<file path="src/rtl/seq_alu_pkg.sv">
// Shared opcode and FSM-state definitions for the sequential ALU and the
// blocks that consume its outputs.
package seq_alu_pkg;

  localparam logic [2:0] OP_ADD = 3'd0;
  localparam logic [2:0] OP_SUB = 3'd1;
  localparam logic [2:0] OP_AND = 3'd2;
  localparam logic [2:0] OP_OR  = 3'd3;
  localparam logic [2:0] OP_XOR = 3'd4;
  localparam logic [2:0] OP_SHL = 3'd5;
  localparam logic [2:0] OP_SHR = 3'd6;
  localparam logic [2:0] OP_MUL = 3'd7;

  typedef enum logic [1:0] {
    S_IDLE = 2'd0,
    S_RUN  = 2'd1,
    S_FIN  = 2'd2
  } state_t;

endpackage

</file>
<file path="src/rtl/shift_add_mul.sv">
// WIDTH-iteration shift-add multiplier: load latches the operands, each step
// retires one multiplier bit; product is valid after WIDTH steps.
module shift_add_mul #(
  parameter int WIDTH = 8
) (
  input  logic               clk,
  input  logic               rst_n,
  input  logic               load,
  input  logic               step,
  input  logic [WIDTH-1:0]   mcand,
  input  logic [WIDTH-1:0]   mplier,
  output logic [2*WIDTH-1:0] product
);

  logic [WIDTH-1:0]   mcand_q;
  logic [2*WIDTH-1:0] acc;
  logic [WIDTH:0]     upper_sum;

  // The multiplier sits in the low half and is consumed LSB-first as the
  // accumulator shifts right; the add carry becomes the new MSB.
  always_comb begin
    upper_sum = {1'b0, acc[2*WIDTH-1:WIDTH]} + (acc[0] ? {1'b0, mcand_q} : '0);
  end

  always_ff @(posedge clk or negedge rst_n) begin
    if (!rst_n) begin
      acc     <= '0;
      mcand_q <= '0;
    end else if (load) begin
      acc     <= {{WIDTH{1'b0}}, mplier};
      mcand_q <= mcand;
    end else if (step) begin
      acc     <= {upper_sum, acc[WIDTH-1:1]};
    end
  end

  assign product = acc;

endmodule

</file>
<file path="src/rtl/seq_alu.sv">
// Multi-cycle ALU: one operation per accepted start, registered result and
// cf/sf/zf held between operations for a downstream flag register.
module seq_alu
  import seq_alu_pkg::*;
#(
  parameter  int WIDTH = 8,
  localparam int SHW   = $clog2(WIDTH)
) (
  input  logic             clk,
  input  logic             rst_n,
  input  logic             start,
  input  logic [2:0]       op,
  input  logic [WIDTH-1:0] a,
  input  logic [WIDTH-1:0] b,
  output logic             busy,
  output logic             done,
  output logic [WIDTH-1:0] result,
  output logic             cf,
  output logic             sf,
  output logic             zf
);

  // Handshake: start is sampled only on edges where busy=0; done is a single
  // cycle pulse on which result/flags have just been updated.

  state_t           state, state_n;
  logic [2:0]       op_q;
  logic [WIDTH-1:0] a_q, b_q;
  logic [SHW:0]     cnt, cnt_load;
  logic [WIDTH-1:0] sh;
  logic             sout;
  logic             accept, run_step;
  logic [2*WIDTH-1:0] product;
  logic [WIDTH:0]   sum;
  logic [WIDTH-1:0] fin_res;
  logic             fin_cf;

  always_ff @(posedge clk or negedge rst_n) begin
    if (!rst_n) state <= S_IDLE;
    else        state <= state_n;
  end

  always_comb begin
    state_n = state;
    case (state)
      S_IDLE:  if (start) state_n = S_RUN;
      S_RUN:   if (cnt == '0) state_n = S_FIN;
      S_FIN:   state_n = S_IDLE;
      default: state_n = S_IDLE;
    endcase
  end

  assign accept   = (state == S_IDLE) && start;
  assign run_step = (state == S_RUN) && (cnt != '0);
  assign busy     = (state != S_IDLE);

  always_comb begin
    cnt_load = '0;
    if (op == OP_SHL || op == OP_SHR) cnt_load = {1'b0, b[SHW-1:0]};
    else if (op == OP_MUL)            cnt_load = (SHW+1)'(WIDTH);
  end

  always_ff @(posedge clk or negedge rst_n) begin
    if (!rst_n) begin
      op_q <= '0;
      a_q  <= '0;
      b_q  <= '0;
      cnt  <= '0;
      sh   <= '0;
      sout <= 1'b0;
    end else if (accept) begin
      op_q <= op;
      a_q  <= a;
      b_q  <= b;
      cnt  <= cnt_load;
      sh   <= a;
      sout <= 1'b0;
    end else if (run_step) begin
      cnt <= cnt - 1'b1;
      if (op_q == OP_SHL) begin
        sh   <= {sh[WIDTH-2:0], 1'b0};
        sout <= sh[WIDTH-1];
      end else if (op_q == OP_SHR) begin
        sh   <= {1'b0, sh[WIDTH-1:1]};
        sout <= sh[0];
      end
    end
  end

  shift_add_mul #(.WIDTH(WIDTH)) u_mul (
    .clk     (clk),
    .rst_n   (rst_n),
    .load    (accept),
    .step    (run_step && (op_q == OP_MUL)),
    .mcand   (a),
    .mplier  (b),
    .product (product)
  );

  always_comb begin
    sum     = {1'b0, a_q} + {1'b0, b_q};
    fin_res = '0;
    fin_cf  = 1'b0;
    case (op_q)
      OP_ADD: begin fin_res = sum[WIDTH-1:0]; fin_cf = sum[WIDTH]; end
      OP_SUB: begin fin_res = a_q - b_q;      fin_cf = (a_q < b_q); end
      OP_AND: fin_res = a_q & b_q;
      OP_OR:  fin_res = a_q | b_q;
      OP_XOR: fin_res = a_q ^ b_q;
      OP_SHL, OP_SHR: begin fin_res = sh; fin_cf = sout; end
      OP_MUL: begin
        fin_res = product[WIDTH-1:0];
        fin_cf  = |product[2*WIDTH-1:WIDTH];
      end
      default: fin_res = '0;
    endcase
  end

  // Outputs move only on the FIN edge, so they stay stable for sampling
  // every clock without an enable.
  always_ff @(posedge clk or negedge rst_n) begin
    if (!rst_n) begin
      done   <= 1'b0;
      result <= '0;
      cf     <= 1'b0;
      sf     <= 1'b0;
      zf     <= 1'b0;
    end else begin
      done <= (state == S_FIN);
      if (state == S_FIN) begin
        result <= fin_res;
        cf     <= fin_cf;
        sf     <= fin_res[WIDTH-1];
        zf     <= (fin_res == '0);
      end
    end
  end

endmodule

</file>
<file path="config.mk">
export PLATFORM = sky130hd
export DESIGN_NAME = seq_alu
export DESIGN_NICKNAME = d
export VERILOG_FILES = /design/src/rtl/seq_alu_pkg.sv /design/src/rtl/shift_add_mul.sv /design/src/rtl/seq_alu.sv
export SDC_FILE = /design/constraint.sdc
export NUM_CORES = 1
export LEC_CHECK = 0
export ABC_CLOCK_PERIOD_IN_PS = 4270
export CAP_MARGIN = 10
export CORE_UTILIZATION = 63
export CTS_CLUSTER_DIAMETER = 50
export CTS_CLUSTER_SIZE = 40
export DETAILED_ROUTE_END_ITERATION = 7
export PLACE_DENSITY = 0.86
export SYNTH_ARGS = -nofsm -noshare
export SYNTH_HDL_FRONTEND = slang
export SYNTH_SLANG_ARGS = --single-unit
export TNS_END_PERCENT = 20
</file>
<file path="constraint.sdc">
create_clock -name clk -period 4.27 [get_ports clk]
set_clock_uncertainty 0.1 [all_clocks]
set_input_delay 0.427 -clock clk [delete_from_list [all_inputs] [get_ports clk]]
set_output_delay 0.427 -clock clk [all_outputs]
set_load 0.05 [all_outputs]
</file>
==> results.txt <==
----------------------------------------------------
[Placed design]
  Placed insts ... 559
  Final HPWL from detailed placement ... 7650 um
  Post-placement setup slack ... 1.44 ns
  Final weighted congestion in routability-driven placement ... 0.991
  Post-placement cell area ... 0.00449 mm^2
  Number of port buffers ... 34

[Power and ir drop]
  Static power due to leakage ... 2.21 nW
  P per Cell Area ... 890 mW/mm^2
  Maximum ir drop on the vdd rail ... 534 uV
  PnR Total Power ... 4.18 mW

[Drt]
  Avg Vias per Cell ... 6.45
  First-pass DRT Iterations ... 8
  Post-route ant nets ... 0
  Violation count after the first detailed-route iteration ... 568
  Routed wire per std cell ... 18.3 um
  Total wire length after detailed routing ... 10,500 um
  DR DRC count ... 1
  Via count ... 3,710

[Setup path]
  Required time of the worst setup path ... 4.46 ns
  Arrival time reported for the critical path endpoint ... 3.13 ns
  Reg2Reg Launch Point ... op_q[0]$_DFFE_PN0P_
  Slowest cell on the critical path ... sky130_fd_sc_hd__dfrtp_1
  Setup slack of the worst register-to-register path ... 1.33 ns
  Sort of element at the end of the critical path ... flip-flop
  CP Cell Sequence ... xor2_2 -> a222oi_1 -> o21ai_1 -> nor4b_1 -> a21oi_1 -> nor4_1 -> a32o_2
  Cell count of the worst reg-to-reg path ... 7
  Capturing point of the worst reg2reg path ... zf$_DFFE_PN0P_
  Slowest stage delay, CP ... 1.11 ns
  Maximum fanout count along the critical path ... 35
  Critical path buffers and inverters ... 0
  Top Family by Delay on Critical Path ... flip-flops
  Startpoint-to-endpoint class of the critical path ... reg -> reg
  Element type at the critical path start ... flip-flop

[Timing]
  Final period util ... 68.9%
  Least setup slack across all paths after layout ... 1.33 ns
  Final setup TNS ... 0 ns
  Worst hold-check slack ... 0.110 ns
  Transition time at the pin with the least slew margin ... 1.15 ns
  Final-report setup violation count ... 0
  Worst max-slew margin expressed relative to the limit ... 23.5%
  Final Hold Viols ... 0
  Unrepaired setup endpoints after global routing ... no
  Shortest clock period the worst path allows after layout ... 2.94 ns
  Number of pins exceeding their max-slew limit in the final report ... 0
  Highest Clock Rate ... 340 MHz

[Finish]
  Fin util ... 73.9%
  Diode count ... 0
  Share of final-layout standard cells stronger than drive strength 1 ... 6.02%
  Non-filler instance count after layout ... 575
  NumNets Final ... 551
  Final std cell area, no fill ... 0.00469 mm^2
  Area grow syn2layout ... 12.6%

[CTS]
  Number of hold buffers added after CTS ... 0
  Total number of H-tree levels ... 3
  Post-CTS setup buffer count ... 0
  Number of buffers created by CTS ... 9
  Clock-pin slew on the worst setup and hold paths ... 0.08 ns
  Root Buffer ... sky130_fd_sc_hd__clkbuf_8
  Source-to-sink clock delay at the later pin of the worst-skew pair ... 0.36 ns
  Sinks on Clock Net ... 61
  Number of resized instances in the post-cts repair step ... 0
  TritonCTS clock tree ... built
  Maximum number of buffers from clock root to sink ... 2

[Logic synthesis]
  Average footprint of a synthesized cell ... 8.87 um^2
  Area of the mapped netlist ... 0.00417 mm^2
  Number of distinct library cells after synthesis ... 64
  Cells after Synth ... 470
  Net count of the mapped netlist ... 528
  Sequential fraction of the synthesis area ... 36.6%
  Synthesized flop and latch total ... 61
  Async SR Flop Fraction ... 100%
  Count of flip-flops with a built-in enable after synthesis ... 0
  Most used DFF post-synth ... sky130_fd_sc_hd__dfrtp_1
  Total of warnings raised by yosys ... 0

[Job]
  Max cap viols ... 0

[Status]
  Failing checks ... DRC
  Run status ... complete, but fails checks

[Floorplan]
  Boundary pin count ... 35
  Horiz. Die Dim ... 83.3 um
  Area of the core region ... 0.00635 mm^2
  Die Span Y ... 83.3 um
  Starting density of the core ... 65.6%
  Std cell rows ... 29
  Die Outline Area ... 0.00694 mm^2

[GRT]
  Global-route usage over all layers ... 32.4%
  Initial antenna violation count ... 0
  First-pass GRT wire length ... 17,300 um
  Pin count of the biggest net entering global routing ... 62
  Remaining global-route overflow ... 0
  Vias in the first global route ... 3,442

[Worst hold path]
  Hold crit path type ... in -> async

----------------------------------------------------
## flip-flops by register name, indices dropped and copies added, names as in the netlist
register       flops
result             8
op_q               3
cf                 1
done               1
b_q                8
sh                 8
cnt                4
u_mul.mcand_q      8
zf                 1
state              2
sout               1
u_mul.product     16
## worst max path at each step
stage / to / startpoint / cells past startpoint
final: zf$_DFFE_PN0P_ / op_q[0]$_DFFE_PN0P_ / 7
after CTS: zf$_DFFE_PN0P_ / u_mul.mcand_q[1]$_DFFE_PN0P_ / 9
after global routing: zf$_DFFE_PN0P_ / u_mul.mcand_q[1]$_DFFE_PN0P_ / 9
after global placement: zf$_DFFE_PN0P_ / op_q[0]$_DFFE_PN0P_ / 7
after detailed placement: zf$_DFFE_PN0P_ / u_mul.mcand_q[1]$_DFFE_PN0P_ / 9
after floorplan: zf$_DFFE_PN0P_ / u_mul.mcand_q[1]$_DFFE_PN0P_ / 9
## cell usage after synthesis, types with 2 or more instances
master                      instances  area [um^2]
sky130_fd_sc_hd__fa_1               3         60.1
sky130_fd_sc_hd__clkbuf_1          10         37.5
sky130_fd_sc_hd__nand3_1           21          105
sky130_fd_sc_hd__xor2_1             7         61.3
sky130_fd_sc_hd__nor4_1             5         31.3
sky130_fd_sc_hd__buf_6              3         33.8
sky130_fd_sc_hd__o31ai_1            3         22.5
sky130_fd_sc_hd__dfrtp_1           61         1530
sky130_fd_sc_hd__a21o_1            10         75.1
sky130_fd_sc_hd__nor2b_1            7         43.8
sky130_fd_sc_hd__and2_1            10         62.6
sky130_fd_sc_hd__o2bb2ai_1          2         17.5
sky130_fd_sc_hd__o21bai_1           3         22.5
sky130_fd_sc_hd__a22o_1             4         35.0
sky130_fd_sc_hd__o22ai_1            3         18.8
sky130_fd_sc_hd__nand2_1           57          214
sky130_fd_sc_hd__mux2i_1           10          100
sky130_fd_sc_hd__o21ai_0           40          200
sky130_fd_sc_hd__a221oi_1           3         26.3
sky130_fd_sc_hd__xnor2_1            8         70.1
sky130_fd_sc_hd__ha_1              33          413
sky130_fd_sc_hd__a21oi_1           23          115
sky130_fd_sc_hd__nor3_1             5         25.0
sky130_fd_sc_hd__o211ai_1           6         45.0
sky130_fd_sc_hd__a31oi_1            5         31.3
sky130_fd_sc_hd__buf_2             10         50.1
sky130_fd_sc_hd__o21a_1             3         22.5
sky130_fd_sc_hd__a211oi_1           2         15.0
sky130_fd_sc_hd__nor4b_1            2         17.5
sky130_fd_sc_hd__a221o_1            5         50.1
sky130_fd_sc_hd__nor2_1            27          101
sky130_fd_sc_hd__inv_1             28          105
sky130_fd_sc_hd__and3_1             9         56.3
sky130_fd_sc_hd__nand2b_1          11         68.8
sky130_fd_sc_hd__nor3_2             2         20.0
## where the power goes
group	total [mW]	internal [mW]	switching, mW
Combinational	2.46	0.999	1.46
Clock	0.548	0.278	0.270
Sequential	1.17	0.824	0.347
Total	4.18	2.10	2.08
## logic make-up after synthesis
family	synth area share [%]
AOI/OAI and AO/OA	21.5
xor gates and xnor gates	3.54
adders and majority gates	11.3
buffers and inverters	5.70
DFF	36.6
muxes	2.40
and+or+nand+nor	18.9
## worst register-to-register path, delay by kind of cell (launching register included)
family | cells | cell delay, ns
flip-flops | 1 | 1.11
AND/OR/NAND/NOR | 2 | 0.66
AO/OA/AOI/OAI | 4 | 0.80
XOR/XNOR | 1 | 0.19
## cell type report
| class | count | area (um^2) |
|---|---|---|
| multi-input combinational | 356 | 2400 |
| fill | 465 | 1660 |
| sequential | 61 | 1530 |
| timing repair buffer | 36 | 350 |
| clock buffer | 9 | 124 |
| inverter | 29 | 109 |
| tap | 77 | 96.3 |
| clock inverter | 7 | 83.8 |
## layer usage
layer	track usage [%]	share of wire (%)
met1	43.8	42
met2	49.9	46
met3	8.75	8.7
met4	12.4	3.7
met5	0	0
## layout by cell type, fill, tap and decap left out, types with 6 or more instances in the layout
master and instances:
sky130_fd_sc_hd__nand2b_1 11, sky130_fd_sc_hd__nand2_1 57, sky130_fd_sc_hd__nor2_1 27, sky130_fd_sc_hd__and3_1 9
sky130_fd_sc_hd__a21o_1 10, sky130_fd_sc_hd__xor2_1 7, sky130_fd_sc_hd__and2_1 10, sky130_fd_sc_hd__a21oi_1 23
sky130_fd_sc_hd__ha_1 33, sky130_fd_sc_hd__clkdlybuf4s50_1 33, sky130_fd_sc_hd__o211ai_1 6, sky130_fd_sc_hd__xnor2_1 8
sky130_fd_sc_hd__nand3_1 21, sky130_fd_sc_hd__o21ai_0 40, sky130_fd_sc_hd__nor2b_1 7, sky130_fd_sc_hd__dfrtp_1 61
sky130_fd_sc_hd__inv_1 28, sky130_fd_sc_hd__mux2i_1 10, sky130_fd_sc_hd__clkbuf_8 9
Note: power is estimated with default switching activity, not from simulation.
